### config.mk
export PLATFORM = sky130hd
export DESIGN_NAME = seq_restoring_divider
export DESIGN_NICKNAME = d
export VERILOG_FILES = /design/src/rtl/arith_pkg.sv /design/src/rtl/div_trial_sub.sv /design/src/rtl/seq_restoring_divider.sv
export SDC_FILE = /design/constraint.sdc
export NUM_CORES = 1
export LEC_CHECK = 0
export BUFFER_PORTS_ARGS = -buffer_cell sky130_fd_sc_hd__buf_2
export CAP_MARGIN = 25
export CORE_AREA = 2 2 99 53
export DETAILED_ROUTE_END_ITERATION = 8
export DIE_AREA = 0 0 101 55
export HOLD_SLACK_MARGIN = 0.1
export MAX_ROUTING_LAYER = met4
export PLACE_DENSITY = 0.77
export SLEW_MARGIN = 20
export SYNTH_ARGS = -nofsm -noshare
export SYNTH_HDL_FRONTEND = slang
export SYNTH_HIERARCHICAL = 1
export SYNTH_SLANG_ARGS = --single-unit
### constraint.sdc
create_clock -name clk -period 4.7 [get_ports clk]
set_clock_uncertainty 0.05 [all_clocks]
set_input_delay 0.47 -clock clk [delete_from_list [all_inputs] [get_ports clk]]
set_output_delay 0.47 -clock clk [all_outputs]
set_load 0.005 [all_outputs]
### src/rtl/arith_pkg.sv
// Shared arithmetic-unit types: divider state encoding and sizing helpers.
// Combinational only; no latency, no flow control.
package arith_pkg;

  localparam int DIV_WIDTH_DEFAULT = 8;

  typedef enum logic [1:0] {
    IDLE  = 2'd0,
    CALC  = 2'd1,
    DONE  = 2'd2,
    FIXUP = 2'd3
  } div_state_t;

  // Iteration counter width for a given operand width.
  function automatic int div_cnt_width(input int width);
    return $clog2(width + 1);
  endfunction

endpackage

### src/rtl/div_trial_sub.sv
// Trial subtract a - b as an inverted-operand ripple chain with carry-in 1.
// Latency: combinational. Backpressure: none.
module div_trial_sub #(
  parameter int N = 9
) (
  input  logic [N-1:0] a,
  input  logic [N-1:0] b,
  output logic [N-1:0] diff,
  output logic         borrow
);

  logic [N:0]   c;
  logic [N-1:0] bn;

  assign bn   = ~b;
  assign c[0] = 1'b1;

  genvar i;
  generate
    for (i = 0; i < N; i++) begin : g_ripple
      assign diff[i] = a[i] ^ bn[i] ^ c[i];
      assign c[i+1]  = (a[i] & bn[i]) | (c[i] & (a[i] ^ bn[i]));
    end
  endgenerate

  // No carry out of the top bit means a < b.
  assign borrow = ~c[N];

endmodule

### src/rtl/seq_restoring_divider.sv
// Restoring shift-and-subtract divider, one quotient bit per clock; SEQ_DIV_SIGNED_EN adds signed operands.
// Latency: done pulses WIDTH+1 edges after accept (WIDTH+2 signed), 1 edge for divide-by-zero.
// Backpressure: start is only honoured in IDLE; requests while busy or finishing are dropped.
module seq_restoring_divider
  import arith_pkg::*;
#(
  parameter int WIDTH = DIV_WIDTH_DEFAULT
) (
  input  logic             clk,
  input  logic             rst_n,
  input  logic             start,
  input  logic [WIDTH-1:0] dividend,
  input  logic [WIDTH-1:0] divisor,
  output logic             busy,
  output logic             done,
  output logic [WIDTH-1:0] quotient,
  output logic [WIDTH-1:0] remainder,
  output logic             div_by_zero
);

  localparam int CW = div_cnt_width(WIDTH);

  div_state_t       state, state_nxt;
  logic [CW-1:0]    cnt;
  logic [WIDTH:0]   pr;
  logic [WIDTH-1:0] dq;
  logic [WIDTH-1:0] dvs;
  logic [WIDTH:0]   shifted;
  logic [WIDTH:0]   trial;
  logic             borrow;
  logic             last;
  logic [WIDTH-1:0] q_nxt;
  logic [WIDTH:0]   pr_nxt;
  logic [WIDTH-1:0] dvd_in;
  logic [WIDTH-1:0] dvs_in;

`ifdef SEQ_DIV_SIGNED_EN
  logic neg_q, neg_r;
  // The core only ever sees magnitudes; signs are reapplied in FIXUP.
  assign dvd_in = dividend[WIDTH-1] ? -dividend : dividend;
  assign dvs_in = divisor[WIDTH-1]  ? -divisor  : divisor;
`else
  assign dvd_in = dividend;
  assign dvs_in = divisor;
`endif

  assign shifted = {pr[WIDTH-1:0], dq[WIDTH-1]};
  assign last    = (cnt == CW'(WIDTH - 1));
  assign q_nxt   = {dq[WIDTH-2:0], ~borrow};
  assign pr_nxt  = borrow ? shifted : trial;

  div_trial_sub #(.N(WIDTH + 1)) u_trial (
    .a      (shifted),
    .b      ({1'b0, dvs}),
    .diff   (trial),
    .borrow (borrow)
  );

  always_ff @(posedge clk or negedge rst_n) begin
    if (!rst_n) state <= IDLE;
    else        state <= state_nxt;
  end

  always_comb begin
    state_nxt = state;
    busy      = 1'b0;
    case (state)
      IDLE: if (start) state_nxt = (divisor == '0) ? DONE : CALC;
      CALC: begin
        busy = 1'b1;
`ifdef SEQ_DIV_SIGNED_EN
        if (last) state_nxt = FIXUP;
`else
        if (last) state_nxt = DONE;
`endif
      end
      FIXUP: begin
        busy      = 1'b1;
        state_nxt = DONE;
      end
      DONE:    state_nxt = IDLE;
      default: state_nxt = IDLE;
    endcase
  end

  // done is registered off DONE so the pulse lands one edge after the result.
  always_ff @(posedge clk or negedge rst_n) begin
    if (!rst_n) begin
      done        <= 1'b0;
      cnt         <= '0;
      pr          <= '0;
      dq          <= '0;
      dvs         <= '0;
      quotient    <= '0;
      remainder   <= '0;
      div_by_zero <= 1'b0;
`ifdef SEQ_DIV_SIGNED_EN
      neg_q       <= 1'b0;
      neg_r       <= 1'b0;
`endif
    end else begin
      done <= (state == DONE);
      case (state)
        IDLE: if (start) begin
          cnt <= '0;
          pr  <= '0;
          dq  <= dvd_in;
          dvs <= dvs_in;
`ifdef SEQ_DIV_SIGNED_EN
          neg_q <= dividend[WIDTH-1] ^ divisor[WIDTH-1];
          neg_r <= dividend[WIDTH-1];
`endif
          if (divisor == '0) begin
            quotient    <= '1;
            remainder   <= dividend;
            div_by_zero <= 1'b1;
          end
        end
        CALC: begin
          pr  <= pr_nxt;
          dq  <= q_nxt;
          cnt <= cnt + CW'(1);
          if (last) begin
            quotient    <= q_nxt;
            remainder   <= pr_nxt[WIDTH-1:0];
            div_by_zero <= 1'b0;
          end
        end
`ifdef SEQ_DIV_SIGNED_EN
        FIXUP: begin
          if (neg_q) quotient  <= -quotient;
          if (neg_r) remainder <= -remainder;
        end
`endif
        default: ;
      endcase
    end
  end

endmodule

==> results.txt, run 1 <==
Slew Viols, Final - 0
Skew-Pair Late Insertion Delay - 0.32 ns
Final min period - 4.378 ns
Avg Synthesized Cell Area - 10.18 µm²
final setup fails - 0
design area - 2726 µm²
status - completed
crit end category - register
Max transition margin - 41.68%
Top Ports - 38
Lkg Pwr - 1.314 nW
Initial Utilization - 50.37%
Finished Layout Cells - 329
post-DP HPWL - 3429 µm
first-pass GRT wire length - 7548 µm
RePlAce Congestion - 0.7556
share of layout cells above drive strength 1 - 25.65%
clock tree buffer depth - 2
final hold vios - 0
crit-path cells - inv_1 > ha_1 > inv_1 > fa_1 > inv_1 > fa_1 > fa_1 > fa_1 > fa_1 > fa_1 > fa_1 > fa_2 > mux2i_1 > nor2_1 > a21oi_1 > mux2i_1
final worst setup slack - 0.3215 ns
GRT Resource Usage Total - 19.29%
Worst VDD drop - 0.3175 mV
CTS tree - yes
Crit path max-delay family - adder cells
Hold Path Class - in2async
drt first pass iters - 4
Die Span Y - 55 µm
WL/cell - 14.40 µm
Vias/cell - 5.283
global route overflow - 0
Layout Nets - 297
area of the core - 4730 µm²
drt total wl - 4738 µm
Clk pin slew, worst setup/hold paths - 0.10 ns
vias in the first global route - 1504
synthesis-to-layout area growth - 14.44%
post_cts resized - 0
CP arrival - 4.52 ns
setup repair bufs after CTS - 0
Hold Buf Count CTS - 0
H-tree levels - 2
setup TNS - 0 ns
ANT nets after route - 0
die area - 5555 µm²
largest net degree at the start of global routing - 43
First DRT Iteration DRCs - 123
CP max-delay cell - fa_2
synthesized area - 2382 µm²
Final Power - 1.900 mW
placement-stage worst setup slack - 0.1717 ns
syn_nets - 263
CP peak stage delay - 0.49 ns
cell count after synthesis - 234
Die Wd - 101 µm
worst path required time - 4.84 ns
CP dominant cell by count - fa_1
Cell Rows - 18
pwr dens - 696.8 nW/µm²
Worst Setup Start Kind - register
critical path class - reg2reg
CP max FO - 9
clk root buf - clkbuf_8
dpl cell area - 2608 µm²
clock sink count - 48
worst r2r src - dq[7]$_DFFE_PN0P_
WP buf/inv - 3
Max Fclk - 0.2284 GHz
IO Port Bufs - 37
Placed Instances - 321
Max Cap Violations - 0
RSZ-0062 raised after global routing - no
actual slew at the worst max-slew pin - 0.8726 ns
period utilisation layout - 93.16%
Diodes inserted - 0
Final Util - 57.65%
DRC Markers - 0
CP startpoint - dq[7]$_DFFE_PN0P_
via count - 1738
number of CTS-inserted buffers - 5
Hold WS - 0.1502 ns
Synth Warn # - 6
initial antenna violation count - 0
## report_power, final
group / internal [mW] / switching (mW)
sequential: 0.593 / 0.135
combinational: 0.399 / 0.458
clock: 0.161 / 0.155
total: 1.15 / 0.748
## flip-flops by register name, indices dropped and copies added, names as in the netlist
signal       cells
cnt              4
dq               8
dvs              8
done             1
state            2
pr               8
div_by_zero      1
remainder        8
quotient         8
## cell usage in the layout (no fill, tap or decap), types with 2 or more instances in the layout
| cell | count |
|---|---|
| dfrtp_1 | 48 |
| clkbuf_8 | 5 |
| nand3_1 | 2 |
| mux2i_1 | 17 |
| o21ai_0 | 7 |
| a31oi_1 | 7 |
| ha_1 | 2 |
| fa_1 | 7 |
| nor2_1 | 19 |
| a21oi_1 | 9 |
| buf_4 | 2 |
| a31o_2 | 8 |
| nor2b_1 | 2 |
| inv_1 | 27 |
| buf_2 | 37 |
| or4_4 | 2 |
| o22a_2 | 6 |
| clkinv_4 | 2 |
| nand2_1 | 45 |
## final timing paths
path,endpoint,cells past startpoint,slack [ns]
worst max-delay path,remainder[6]$_DFFE_PN0P_,16,0.32
worst min-delay path,quotient[5]$_DFFE_PN0P_,1,0.15
max in group asynchronous,remainder[3]$_DFFE_PN0P_,2,3.90
min in group clk,dvs[0]$_DFFE_PN0P_,3,0.32
worst min register to register,div_by_zero$_DFFE_PN0P_,1,0.44
worst max register to register,remainder[6]$_DFFE_PN0P_,16,0.32
## cell type report
class	instances	area, µm²
clock inverter	3	47.55
sequential	48	1201
timing repair buffer	40	227.7
clock buffer	5	68.82
tap	60	75.07
inverter	27	101.3
multi-input combinational	146	1005
fill	419	2003
## routing by layer
| metal | track usage [%] | routed length, µm |
|---|---|---|
| met1 | 27.10 | 2422 |
| met4 | 8.108 | 69 |
| met2 | 27.00 | 1958 |
| met3 | 4.523 | 287 |
| met5 | - | 0 |
(Power assumes the default switching activity.)
==> run 2: changes to the inputs <==
- REMOVE_ABC_BUFFERS: default -> 1
==> run 2 against run 1 <==
Against the previous run: power shrank 2.3%; clock power shrank 16%; non-clock buffer count grew 1; register-to-register slack lost 0.02 ns; setup slack lost 0.024 ns; design area shrank 0.64%; first-iteration DRC count shrank 65%; combinational power grew 1%; hold slack gained 0.17 ns; global-route usage shrank 0.57 points; final cell count is the same; largest cell class unchanged; highest routed layer unchanged.
==> results.txt, run 2 (synthesis gave the netlist of run 1 again) <==
clk root buf - clkbuf_8
RSZ-0062 raised after global routing - no
Top Ports - 38
Final min period - 4.403 ns
critical path class - reg2reg
Finished Layout Cells - 329
ANT nets after route - 0
share of layout cells above drive strength 1 - 25.28%
Max Cap Violations - 0
Placed Instances - 321
most frequent cells in the layout - dfrtp_1, nand2_1, buf_2
crit end category - register
Cell Rows - 18
initial antenna violation count - 0
final hold vios - 0
GRT Resource Usage Total - 18.72%
clock tree buffer depth - 2
WP buf/inv - 3
pwr dens - 685.3 nW/µm²
First DRT Iteration DRCs - 43
Worst Setup Start Kind - register
setup TNS - 0 ns
Hold WS - 0.3250 ns
setup repair bufs after CTS - 0
Final Power - 1.856 mW
post-DP HPWL - 3277 µm
Initial Utilization - 50.37%
IO Port Bufs - 37
Die Wd - 101 µm
CP dominant cell by count - fa_1
WL/cell - 14.06 µm
drt first pass iters - 4
CP max-delay cell - fa_2
global route overflow - 0
H-tree levels - 2
CP max FO - 9
CTS tree - yes
largest net degree at the start of global routing - 43
number of CTS-inserted buffers - 5
first-pass GRT wire length - 7583 µm
CP arrival - 4.53 ns
dpl cell area - 2600 µm²
final setup fails - 0
final worst setup slack - 0.2972 ns
Layout Nets - 298
Final Util - 57.28%
Max transition margin - 40.50%
drt total wl - 4626 µm
period utilisation layout - 93.68%
placement-stage worst setup slack - 0.1343 ns
area of the core - 4730 µm²
CP peak stage delay - 0.49 ns
Lkg Pwr - 1.307 nW
Vias/cell - 5.170
synthesis-to-layout area growth - 13.71%
Crit path max-delay family - adder cells
die area - 5555 µm²
crit-path cells - inv_1 > ha_1 > inv_1 > fa_1 > inv_1 > fa_1 > fa_1 > fa_1 > fa_1 > fa_1 > fa_1 > fa_2 > mux2i_1 > nor2_1 > a21oi_1 > mux2i_1
worst path required time - 4.83 ns
Slew Viols, Final - 0
status - completed
vias in the first global route - 1601
Clk pin slew, worst setup/hold paths - 0.09 ns
Max Fclk - 0.2271 GHz
RePlAce Congestion - 0.7649
Worst VDD drop - 0.2214 mV
clock sink count - 48
design area - 2709 µm²
Diodes inserted - 0
Die Span Y - 55 µm
actual slew at the worst max-slew pin - 0.8903 ns
Skew-Pair Late Insertion Delay - 0.30 ns
DRC Markers - 0
Hold Path Class - in2reg
via count - 1701
commonest non-fill, non-tap cell in the layout - dfrtp_1
## run 2: changes by cell type in the layout (fill, tap and decap cells not counted)
| cell | previous run | this run |
|---|---|---|
| clkbuf_8 | 5 | 7 |
| clkinv_4 | 2 | 0 |
| buf_12 | 0 | 1 |
| buf_16 | 1 | 0 |
| bufinv_16 | 1 | 0 |
| dlygate4sd3_1 | 0 | 1 |
## run 2: final timing paths
kind / cells after the start / startpoint / slack, ns / endpoint
max in group asynchronous: 3 / rst_n / 3.50 / pr[7]$_DFFE_PN0P_
max: 16 / dq[7]$_DFFE_PN0P_ / 0.30 / remainder[4]$_DFFE_PN0P_
max reg2reg: 16 / dq[7]$_DFFE_PN0P_ / 0.30 / remainder[4]$_DFFE_PN0P_
min: 3 / divisor[5] / 0.32 / dvs[5]$_DFFE_PN0P_
min in group asynchronous: 2 / rst_n / 0.59 / cnt[0]$_DFFE_PN0P_
min reg2reg: 1 / div_by_zero$_DFFE_PN0P_ / 0.44 / div_by_zero$_DFFE_PN0P_
## run 2: layout make-up
| cell class | instances | area (µm²) |
|---|---|---|
| multi-input combinational | 146 | 1005 |
| inverter | 27 | 101.3 |
| clock buffer | 7 | 96.34 |
| tap | 60 | 75.07 |
| timing repair buffer | 41 | 230.2 |
| fill | 414 | 2021 |
| sequential | 48 | 1201 |
## run 2: routing by layer
layer / track usage, % / vias to the layer above / share of wire (%)
li1: - / 834 / -
met1: 25.26 / 815 / 52
met2: 28.44 / 46 / 42
met3: 5.276 / 6 / 5.6
met4: 4.730 / 0 / 0.80
met5: - / - / 0
## run 2: power by group
| part | switching (mW) | total, mW | leakage, nW | internal (mW) |
|---|---|---|---|---|
| logic | 0.469 | 0.866 | 0.697 | 0.397 |
| registers | 0.132 | 0.725 | 0.560 | 0.593 |
| clock network | 0.134 | 0.265 | 0.0503 | 0.131 |
## run 2: timing repair
action	in CTS	in global routing
setup endpoints to repair	0	13
endpoints found under the hold margin	17	0
hold buffers	1	0
gates resized for setup	0	1
## run 2: worst register-to-register path, stage by stage, from the launching register on
cell and delay (ns):
dfrtp_1 0.38, inv_1 0.05, ha_1 0.19, inv_1 0.06
fa_1 0.15, inv_1 0.05, fa_1 0.37, fa_1 0.38
fa_1 0.40, fa_1 0.39, fa_1 0.39, fa_1 0.39
fa_2 0.49, mux2i_1 0.22, nor2_1 0.08, a21oi_1 0.15
mux2i_1 0.10
